`src/rtl/image_ctrl_pkg.sv`:
```
// Shared types and constants for the multi-drive SD image controller.
package image_ctrl_pkg;

    localparam int unsigned SECTOR_BYTES = 512;
    localparam int unsigned SECT_AW      = 9;

    typedef enum logic [3:0] {
        StIdle,
        StSetup,
        StRdCapt,
        StRdStb,
        StRdNext,
        StWrFetch,
        StWrLatch,
        StWrStb,
        StWrNext,
        StDone,
        StRelease
    } state_t;

    // Drive-index width; a single drive needs no index bits.
    function automatic int unsigned drv_w(input int unsigned n);
        return (n <= 1) ? 0 : $clog2(n);
    endfunction

endpackage

```
`src/rtl/image_ctrl_arb.sv`:
```
// Fixed-priority request arbiter: lowest drive index wins, read beats write.
module image_ctrl_arb #(
    parameter int unsigned NUM_DRIVES = 2,
    parameter int unsigned IDX_W      = 1
) (
    input  logic [NUM_DRIVES-1:0] rd,
    input  logic [NUM_DRIVES-1:0] wr,
    output logic [IDX_W-1:0]      grant,
    output logic                  valid,
    output logic                  is_read
);

    always_comb begin
        grant   = '0;
        valid   = 1'b0;
        is_read = 1'b0;
        // Scan downwards so the lowest requesting index is the last one written.
        for (int i = int'(NUM_DRIVES) - 1; i >= 0; i--) begin
            if (rd[i] || wr[i]) begin
                grant   = IDX_W'(i);
                valid   = 1'b1;
                is_read = rd[i];
            end
        end
    end

endmodule

```
`src/rtl/image_controller_mc.sv`:
```
// Multi-drive sector mover between the SD sector buffer and the shared image SRAM.
module image_controller_mc
    import image_ctrl_pkg::*;
#(
    parameter int unsigned NUM_DRIVES = 2,
    parameter int unsigned SRAM_AW    = 20
) (
    input  logic                  clk_i,
    input  logic                  reset_i,
    input  logic [31:0]           sd_lba,
    input  logic [NUM_DRIVES-1:0] sd_rd,
    input  logic [NUM_DRIVES-1:0] sd_wr,
    input  logic [NUM_DRIVES-1:0] wp_i,
    output logic [NUM_DRIVES-1:0] sd_ack,
    output logic [SECT_AW-1:0]    sd_buff_addr,
    output logic [7:0]            sd_buff_dout,
    input  logic [7:0]            sd_buff_din,
    output logic                  sd_buff_wr,
    output logic [SRAM_AW-1:0]    sram_addr_o,
    input  logic [7:0]            sram_data_i,
    output logic [7:0]            sram_data_o,
    output logic                  sram_we_o,
    output logic                  busy_o
);

    localparam int unsigned DRV_W  = drv_w(NUM_DRIVES);
    localparam int unsigned DRV_SW = (DRV_W == 0) ? 1 : DRV_W;
    localparam int unsigned LBA_W  = SRAM_AW - SECT_AW - DRV_W;
    localparam logic [SECT_AW-1:0] LAST_BYTE = SECT_AW'(SECTOR_BYTES - 1);

    state_t               state_q, state_d;
    logic [DRV_SW-1:0]    drv_q;
    logic                 rd_q;
    logic [LBA_W-1:0]     lba_q;
    logic                 oor_q;
    logic                 sup_q;
    logic [SECT_AW-1:0]   byte_q;
    logic [7:0]           dout_q;
    logic [7:0]           wdata_q;

    logic [DRV_SW-1:0]    arb_grant;
    logic                 arb_valid;
    logic                 arb_read;
    logic                 lba_oor;
    logic                 last_byte;

    image_ctrl_arb #(
        .NUM_DRIVES (NUM_DRIVES),
        .IDX_W      (DRV_SW)
    ) u_arb (
        .rd      (sd_rd),
        .wr      (sd_wr),
        .grant   (arb_grant),
        .valid   (arb_valid),
        .is_read (arb_read)
    );

    assign lba_oor   = |(sd_lba >> LBA_W);
    assign last_byte = (byte_q == LAST_BYTE);

    // State register
    always_ff @(posedge clk_i) begin
        if (reset_i) begin
            state_q <= StIdle;
        end else begin
            state_q <= state_d;
        end
    end

    // Next-state logic
    always_comb begin
        state_d = state_q;
        unique case (state_q)
            StIdle:    if (arb_valid) state_d = StSetup;
            StSetup:   state_d = rd_q ? StRdCapt : StWrFetch;
            StRdCapt:  state_d = StRdStb;
            StRdStb:   state_d = StRdNext;
            StRdNext:  state_d = last_byte ? StDone : StRdCapt;
            StWrFetch: state_d = StWrLatch;
            StWrLatch: state_d = StWrStb;
            StWrStb:   state_d = StWrNext;
            StWrNext:  state_d = last_byte ? StDone : StWrFetch;
            StDone:    state_d = StRelease;
            // Hold off until the served drive's level request is gone.
            StRelease: if (!sd_rd[drv_q] && !sd_wr[drv_q]) state_d = StIdle;
            default:   state_d = StIdle;
        endcase
    end

    // Outputs decoded from state
    always_comb begin
        sd_ack     = '0;
        busy_o     = (state_q != StIdle);
        sd_buff_wr = (state_q == StRdStb);
        sram_we_o  = (state_q == StWrStb) && !sup_q;
        if (state_q != StIdle && state_q != StRelease) begin
            sd_ack[drv_q] = 1'b1;
        end
    end

    // Transfer datapath
    always_ff @(posedge clk_i) begin
        if (reset_i) begin
            drv_q   <= '0;
            rd_q    <= 1'b0;
            lba_q   <= '0;
            oor_q   <= 1'b0;
            sup_q   <= 1'b0;
            byte_q  <= '0;
            dout_q  <= 8'h00;
            wdata_q <= 8'h00;
        end else begin
            unique case (state_q)
                StIdle: begin
                    if (arb_valid) begin
                        drv_q  <= arb_grant;
                        rd_q   <= arb_read;
                        lba_q  <= sd_lba[LBA_W-1:0];
                        oor_q  <= lba_oor;
                        byte_q <= '0;
                    end
                end
                StSetup:   sup_q  <= oor_q || wp_i[drv_q];
                StRdCapt:  dout_q <= oor_q ? 8'hFF : sram_data_i;
                StWrLatch: wdata_q <= sd_buff_din;
                StRdNext, StWrNext: begin
                    if (!last_byte) byte_q <= byte_q + SECT_AW'(1);
                end
                default: ;
            endcase
        end
    end

    assign sd_buff_addr = byte_q;
    assign sd_buff_dout = dout_q;
    assign sram_data_o  = wdata_q;

    if (DRV_W > 0) begin : g_addr_drv
        assign sram_addr_o = {drv_q[DRV_SW-1:0], lba_q, byte_q};
    end else begin : g_addr_nodrv
        assign sram_addr_o = {lba_q, byte_q};
    end

endmodule
```
`config.mk`:
```
export PLATFORM = sky130hd
export DESIGN_NAME = image_controller_mc
export DESIGN_NICKNAME = d
export VERILOG_FILES = /design/src/rtl/image_ctrl_pkg.sv /design/src/rtl/image_ctrl_arb.sv /design/src/rtl/image_controller_mc.sv
export SDC_FILE = /design/constraint.sdc
export NUM_CORES = 1
export LEC_CHECK = 0
export ABC_AREA = 1
export CORE_UTILIZATION = 25
export DETAILED_ROUTE_END_ITERATION = 8
export GPL_TIMING_DRIVEN = 0
export PLACE_DENSITY = 0.65
export SLEW_MARGIN = 20
export SYNTH_ARGS = -nofsm -noshare
export SYNTH_HDL_FRONTEND = slang
export SYNTH_SLANG_ARGS = --single-unit
export TNS_END_PERCENT = 50
```
`constraint.sdc`:
```
create_clock -name clk_i -period 2.5 [get_ports clk_i]
set_input_delay 0.5 -clock clk_i [delete_from_list [all_inputs] [get_ports clk_i]]
set_output_delay 0.5 -clock clk_i [all_outputs]
set_load 0.01 [all_outputs]
```
==> results of run 1 <==
## routing by layer
| layer | global-route usage [%] | up-vias | routed length (um) |
|---|---|---|---|
| met5 | 0 | - | 0 |
| met4 | 4.231 | 0 | 60 |
| met3 | 5.153 | 7 | 494 |
| met2 | 24.94 | 75 | 2937 |
| met1 | 17.13 | 1036 | 2622 |
| li1 | - | 1190 | - |
## cell usage after synthesis (all sizes together)
master | number | area share [%]
clkbuf | 3 | 0.53
nand4 | 8 | 2.3
o31ai | 1 | 0.35
nand3 | 14 | 4.6
nand2 | 48 | 9.3
dfxtp | 43 | 40
buf | 16 | 5.3
a31oi | 2 | 0.59
nor3 | 13 | 3.3
nor2 | 79 | 16
or2 | 2 | 0.59
xor2 | 1 | 0.41
inv | 24 | 4.2
a21oi | 9 | 2.1
clkinv | 1 | 0.18
ha | 3 | 1.8
a41oi | 1 | 0.41
o21ai | 32 | 7.5
o221a | 1 | 0.53
## repair_timing
action | CTS | global route
endpoints found under the setup margin | 0 | 9
gates resized for setup | 0 | 4
buffers inserted | 0 | 0
## registers in the layout (all words and copies together), names as in the netlist
name	flops
drv_q	1
lba_q	10
oor_q	1
rd_q	1
sd_buff_addr	9
sd_buff_dout	8
sram_data_o	8
state_q	4
sup_q	1
## worst max-delay path: stages (launching register included)
cell	delay [ns]
dfxtp_2	0.38
inv_1	0.07
nor2_2	0.16
inv_2	0.10
o31ai_2	0.22
nor2_1	0.08
clkdlybuf4s50_1	0.50
## per-stage QoR
stage          hold WS, ns  setup slack (ns)  std cells
3_5_place_dp        0.4801            0.1465        510
3_3_place_gp        0.4623            0.2712        510
5_1_grt             0.5196           0.01414        518
6_report            0.4951            0.1838        518
2_1_floorplan       0.5008            0.4700        301
4_1_cts             0.4979           0.02703        518
## cell type report
type | instances | area [sq um] | area share (%)
multi-input cells | 214 | 1067 | 31.21
repair buffers | 104 | 1041 | 30.44
flip-flops and latches | 43 | 863.3 | 25.25
well taps | 105 | 131.4 | 3.842
plain buffers | 19 | 123.9 | 3.622
inverters | 25 | 93.84 | 2.744
clock buffers | 6 | 82.58 | 2.415
clock inverters | 2 | 16.27 | 0.4757
## worst paths after layout
kind	from	to	slack (ns)	cells after the start
worst max-delay path	state_q[1]	sd_ack[0]	0.18	6
worst min-delay path	lba_q[4]	lba_q[4]	0.50	2
worst max register to register	sd_buff_addr[1]	sd_buff_addr[1]	0.28	12
worst min register to register	lba_q[4]	lba_q[4]	0.50	2
## kinds of logic (layout without fill, tap and decap cells)
kind of cell,after synthesis,in the layout,share of synthesized area [%]
AO/OA/AOI/OAI,46,46,11.48
XOR/XNOR,1,1,0.4102
adder cells (fa/ha/maj),3,3,1.758
buffers and inverters,44,156,10.19
flip-flops,43,43,40.30
AND/OR/NAND/NOR,164,164,35.85
## power groups by stage
stage | Clock [W] | Sequential [W] | Combinational (W)
3_5_place_dp | 0 | 0.00100 | 0.00148
2_1_floorplan | 0 | 0.00104 | 0.000790
3_3_place_gp | 0 | 0.000993 | 0.00146
6_report | 0.000474 | 0.000994 | 0.00147
5_1_grt | 0.000529 | 0.00102 | 0.00164
4_1_cts | 0.000496 | 0.000990 | 0.00148
==> impl_metrics.csv, run 1 <==
group,metric,value,unit
timing,period_minus_slack,2.316,ns
timing,maxSlewHeadroom,70.34,%
global_routing,overflow,0,
place,place_area,3308,sq um
clocking,cts_buffers,5,
pwr,internal_power,0.001740,W
pwr,p_seq_share,33.8,%
clocking,clk_pin_slew,0.08,ns
die,die_h,94.43,um
clocking,clkLatencyLatePin,0.30,ns
logic_synthesis,synth.distinct_cells,32,
detailed_routing,dr.first_iter.drc_count,75,
finish,drive_gt1_share,13.32,%
timing,tightestPinTransition,0.4449,ns
pwr,pwr-share-clk,16.1,%
clocking,clock-sinks,43,
run_status,status,"completed",
logic_synthesis,syn_inst,301,
flow_run,max-cap-violations,0,
clocking,cts_hold_buf,0,
logic_synthesis,yosys_register_bits,43,
place,dp_hpwl,4780,um
finish,fin_nets,471,
timing,maxSlewViolCount,0,
logic_synthesis,syn_area_per_cell,7.096,sq um
logic_synthesis,yosys_warnings,0,
logic_synthesis,syn-num-nets,360,
detailed_routing,route.vias.total,2308,
finish,syn2layout_area_growth,60.11,%
finish,mostFrequentLayoutCell,"clkdlybuf4s50_1",
clocking,cts-root-buf,"clkbuf_8",
logic_synthesis,netlist_area,2136,sq um
die,core_area,8258,sq um
timing,setup_viol_count_final,0,
finish,n_antenna_cell,0,
finish,final_cell_mix,"104 x clkdlybuf4s50_1, 72 x nor2_1, 43 x nand2_1",
global_routing,grt_antenna_before_repair,0,
critical_path,worstSetupEndpointType,"output port",
die,pin_count,106,
logic_synthesis,seq_area_frac_synth,40.30,%
finish,fin_area,3420,sq um
worst_hold_path,min_path_type,"reg -> reg",
pwr,p_comb_share,50.1,%
detailed_routing,wire_per_inst,11.81,um
detailed_routing,ant_nets,0,
die,rows,33,
finish,fin_util,41.41,%
global_routing,grt_pass1_wl,10270,um
pwr,p_leak,1.422,nW
place,gp_routability_congestion,0.8829,
global_routing,grt_max_degree,15,
detailed_routing,firstDrtPassIters,4,
critical_path,cp-start-kind,"flip-flop",
clocking,cts_buffer_depth,2,
timing,max_freq,431.7,MHz
detailed_routing,drc,0,
pwr,vdd_drop_max,0.0005212,V
critical_path,worstSetupPathType,"reg -> out",
critical_path,required,2.00,ns
clocking,htreeDepth,2,
detailed_routing,wl,6115,um
die,die_w,94.43,um
timing,tns,0,ns
die,initial_utilization,25.86,%
pwr,p_per_area,860.6,nW/um^2
die,dieArea,8917,sq um
critical_path,crit_path_max_fanout,4,
timing,post-route-period-util,92.65,%
global_routing,grt_use_total,14.61,%
timing,skew,0.004427,ns
critical_path,worstPathArrival,1.82,ns
pwr,swShare,40.88,%
detailed_routing,viasPerCell,4.456,
pwr,netSwitchingPower,0.001203,W
finish,fillCellCount,868,
timing,hold_viol,0,
place,portBuffers,104,
pwr,total_power,0.002943,W
clocking,cts_tree,"yes",
global_routing,grt_pass1_vias,2245,
timing,rsz0062_at_grt,"no",
(Power assumes the default switching activity.)
==> run 2: changes to the inputs <==
--- a/config.mk
+++ b/config.mk
@@ -6,9 +6,9 @@
 export NUM_CORES = 1
 export LEC_CHECK = 0
 export ABC_AREA = 1
+export CORE_MARGIN = 2
 export CORE_UTILIZATION = 25
 export DETAILED_ROUTE_END_ITERATION = 8
-export GPL_TIMING_DRIVEN = 0
 export PLACE_DENSITY = 0.65
 export SLEW_MARGIN = 20
 export SYNTH_ARGS = -nofsm -noshare
==> run 2 against run 1 <==
Compared with the run above:
- clock-buffer cell count decreased by 1
- critical path type unchanged
- sequential share of layout area rose by 0.55 points
- maximum frequency fell by 0.92%
- critical endpoint is now sd_ack[1]
- via count down 3.6%
- sequential power is essentially flat
==> impl_metrics.csv, run 2 (synthesized netlist as in run 1, its figures left out) <==
group,metric,value,unit
clocking,cts-root-buf,"clkbuf_8",
clocking,cts_buffer_depth,2,
global_routing,grt_max_degree,20,
critical_path,r2r_start,"sd_buff_addr[0]",
critical_path,critical_path.top_delay_family,"buffers and inverters",
timing,maxSlewHeadroom,72.82,%
critical_path,cp-start-kind,"flip-flop",
critical_path,required,2.00,ns
die,pin_count,106,
critical_path,crit_slowest_cell,"clkdlybuf4s50_1",
finish,n_antenna_cell,0,
critical_path,critPathBufInv,1,
detailed_routing,drc,0,
clocking,cts_buffers,5,
finish,syn2layout_area_growth,56.47,%
critical_path,cp_cell_sequence,"nor2_4 -> nand2_4 -> o31ai_2 -> nor2_1 -> clkdlybuf4s50_1",
critical_path,worstPathArrival,1.84,ns
detailed_routing,ant_nets,0,
die,die_h,96.43,um
finish,regMostFlops,"lba_q",
finish,fin_nets,457,
finish,mostFrequentLayoutCell,"clkdlybuf4s50_1",
global_routing,overflow,0,
timing,tightestPinTransition,0.4064,ns
detailed_routing,firstDrtPassIters,4,
place,portBuffers,105,
global_routing,grt_pass1_wl,9722,um
finish,final_cell_mix,"105 x clkdlybuf4s50_1, 72 x nor2_1, 43 x nand2_1",
finish,largest_reg_flops,10,
detailed_routing,wire_per_inst,11.84,um
timing,skew,0.007725,ns
detailed_routing,dr.first_iter.drc_count,57,
clocking,cts_tree,"yes",
clocking,clk_pin_slew,0.08,ns
worst_hold_path,holdCritStartpoint,"lba_q[4]",
die,dieArea,9299,sq um
place,dp_hpwl,4702,um
finish,fillCellCount,885,
finish,fin_cells,503,
clocking,clkLatencyLatePin,0.30,ns
timing,tns,0,ns
timing,hold_viol,0,
global_routing,grt_pass1_vias,2173,
die,die_w,96.43,um
place,place_inst,496,
timing,max_freq,427.8,MHz
critical_path,worstSetupEndpointType,"output port",
clocking,post_cts.repair.setup_buffers,0,
run_status,status,"completed",
finish,drive_gt1_share,10.30,%
global_routing,grt_use_total,13.30,%
detailed_routing,route.vias.total,2224,
place,gp_routability_congestion,0.9344,
worst_hold_path,min_path_type,"reg -> reg",
timing,period_minus_slack,2.338,ns
critical_path,worstSetupPathType,"reg -> out",
timing,setup_viol_count_final,0,
clocking,htreeDepth,2,
timing,maxSlewViolCount,0,
critical_path,crit_path_max_fanout,6,
pwr,vdd_drop_max,0.0004204,V
flow_run,max-cap-violations,0,
die,rows,33,
timing,rsz0062_at_grt,"no",
clocking,clock-sinks,43,
global_routing,grt_antenna_before_repair,0,
pwr,p_per_area,885.6,nW/um^2
critical_path,critical_path.max_stage_delay,0.56,ns
pwr,p_leak,1.368,nW
critical_path,crit_start,"state_q[0]",
detailed_routing,viasPerCell,4.421,
detailed_routing,wl,5956,um
die,initial_utilization,25.86,%
timing,post-route-period-util,93.51,%
die,core_area,8258,sq um
## run 2: cell count changes in the layout (fill, tap and decap cells not counted), sizes merged
cell / before / now
clkinv: 2 / 1
buf: 16 / 4
bufinv: 0 / 1
clkbuf: 9 / 5
clkdlybuf4s50: 104 / 105
## run 2: tightest hold or removal path, stage by stage (launching register included)
cell and delay (ns):
dfxtp_1 0.33, nor2_1 0.05, nor2_1 0.08
## run 2: final cells by class
| type | instances | area (sq um) | share of cell area (%) |
|---|---|---|---|
| repair buffers | 109 | 1081 | 32.35 |
| multi-input cells | 214 | 1067 | 31.94 |
| flip-flops and latches | 43 | 862.1 | 25.80 |
| well taps | 105 | 131.4 | 3.931 |
| inverters | 25 | 93.84 | 2.808 |
| clock buffers | 5 | 68.82 | 2.059 |
| clock inverters | 2 | 37.54 | 1.123 |
## run 2: stage by stage
step / util [%] / instance area, sq um / power [W] / setup slack [ns] / hold slack [ns]
3_3_place_gp: 39.05 / 3224 / 0.002407 / 0.3811 / 0.4633
6_report: 40.47 / 3342 / 0.002960 / 0.1623 / 0.4910
5_1_grt: 40.47 / 3342 / 0.003181 / 0.02747 / 0.5228
2_1_floorplan: - / 2136 / 0.001829 / 0.4700 / 0.5008
4_1_cts: 40.33 / 3331 / 0.002974 / 0.01011 / 0.4961
3_5_place_dp: 39.05 / 3224 / 0.002427 / 0.2539 / 0.4771
## run 2: routing by layer
metal	routed length, um	vias up	global-route usage (%)
li1	-	1159	-
met1	2545	976	15.23
met2	2718	79	22.11
met3	595	10	6.362
met4	95	0	3.756
met5	0	-	0
## run 2: where the power goes
group	internal (W)	total, W	switching (W)
logic	0.000625	0.00141	0.000785
registers	0.000863	0.00101	0.000148
clock network	0.000292	0.000539	0.000247
## run 2: worst paths after layout
| path | endpoint | slack [ns] | cells after the start |
|---|---|---|---|
| worst max-delay path | sd_ack[1] | 0.16 | 5 |
| worst max register to register | sd_buff_addr[4] | 0.27 | 12 |
| worst min-delay path | lba_q[4] | 0.49 | 2 |
| worst min register to register | lba_q[4] | 0.49 | 2 |
## run 2: repair_timing
action                     in CTS  in global routing
hold buffers                    0                  0
resized for setup               0                  3
hold endpoints to repair        0                  0
setup endpoints to repair       0                  2
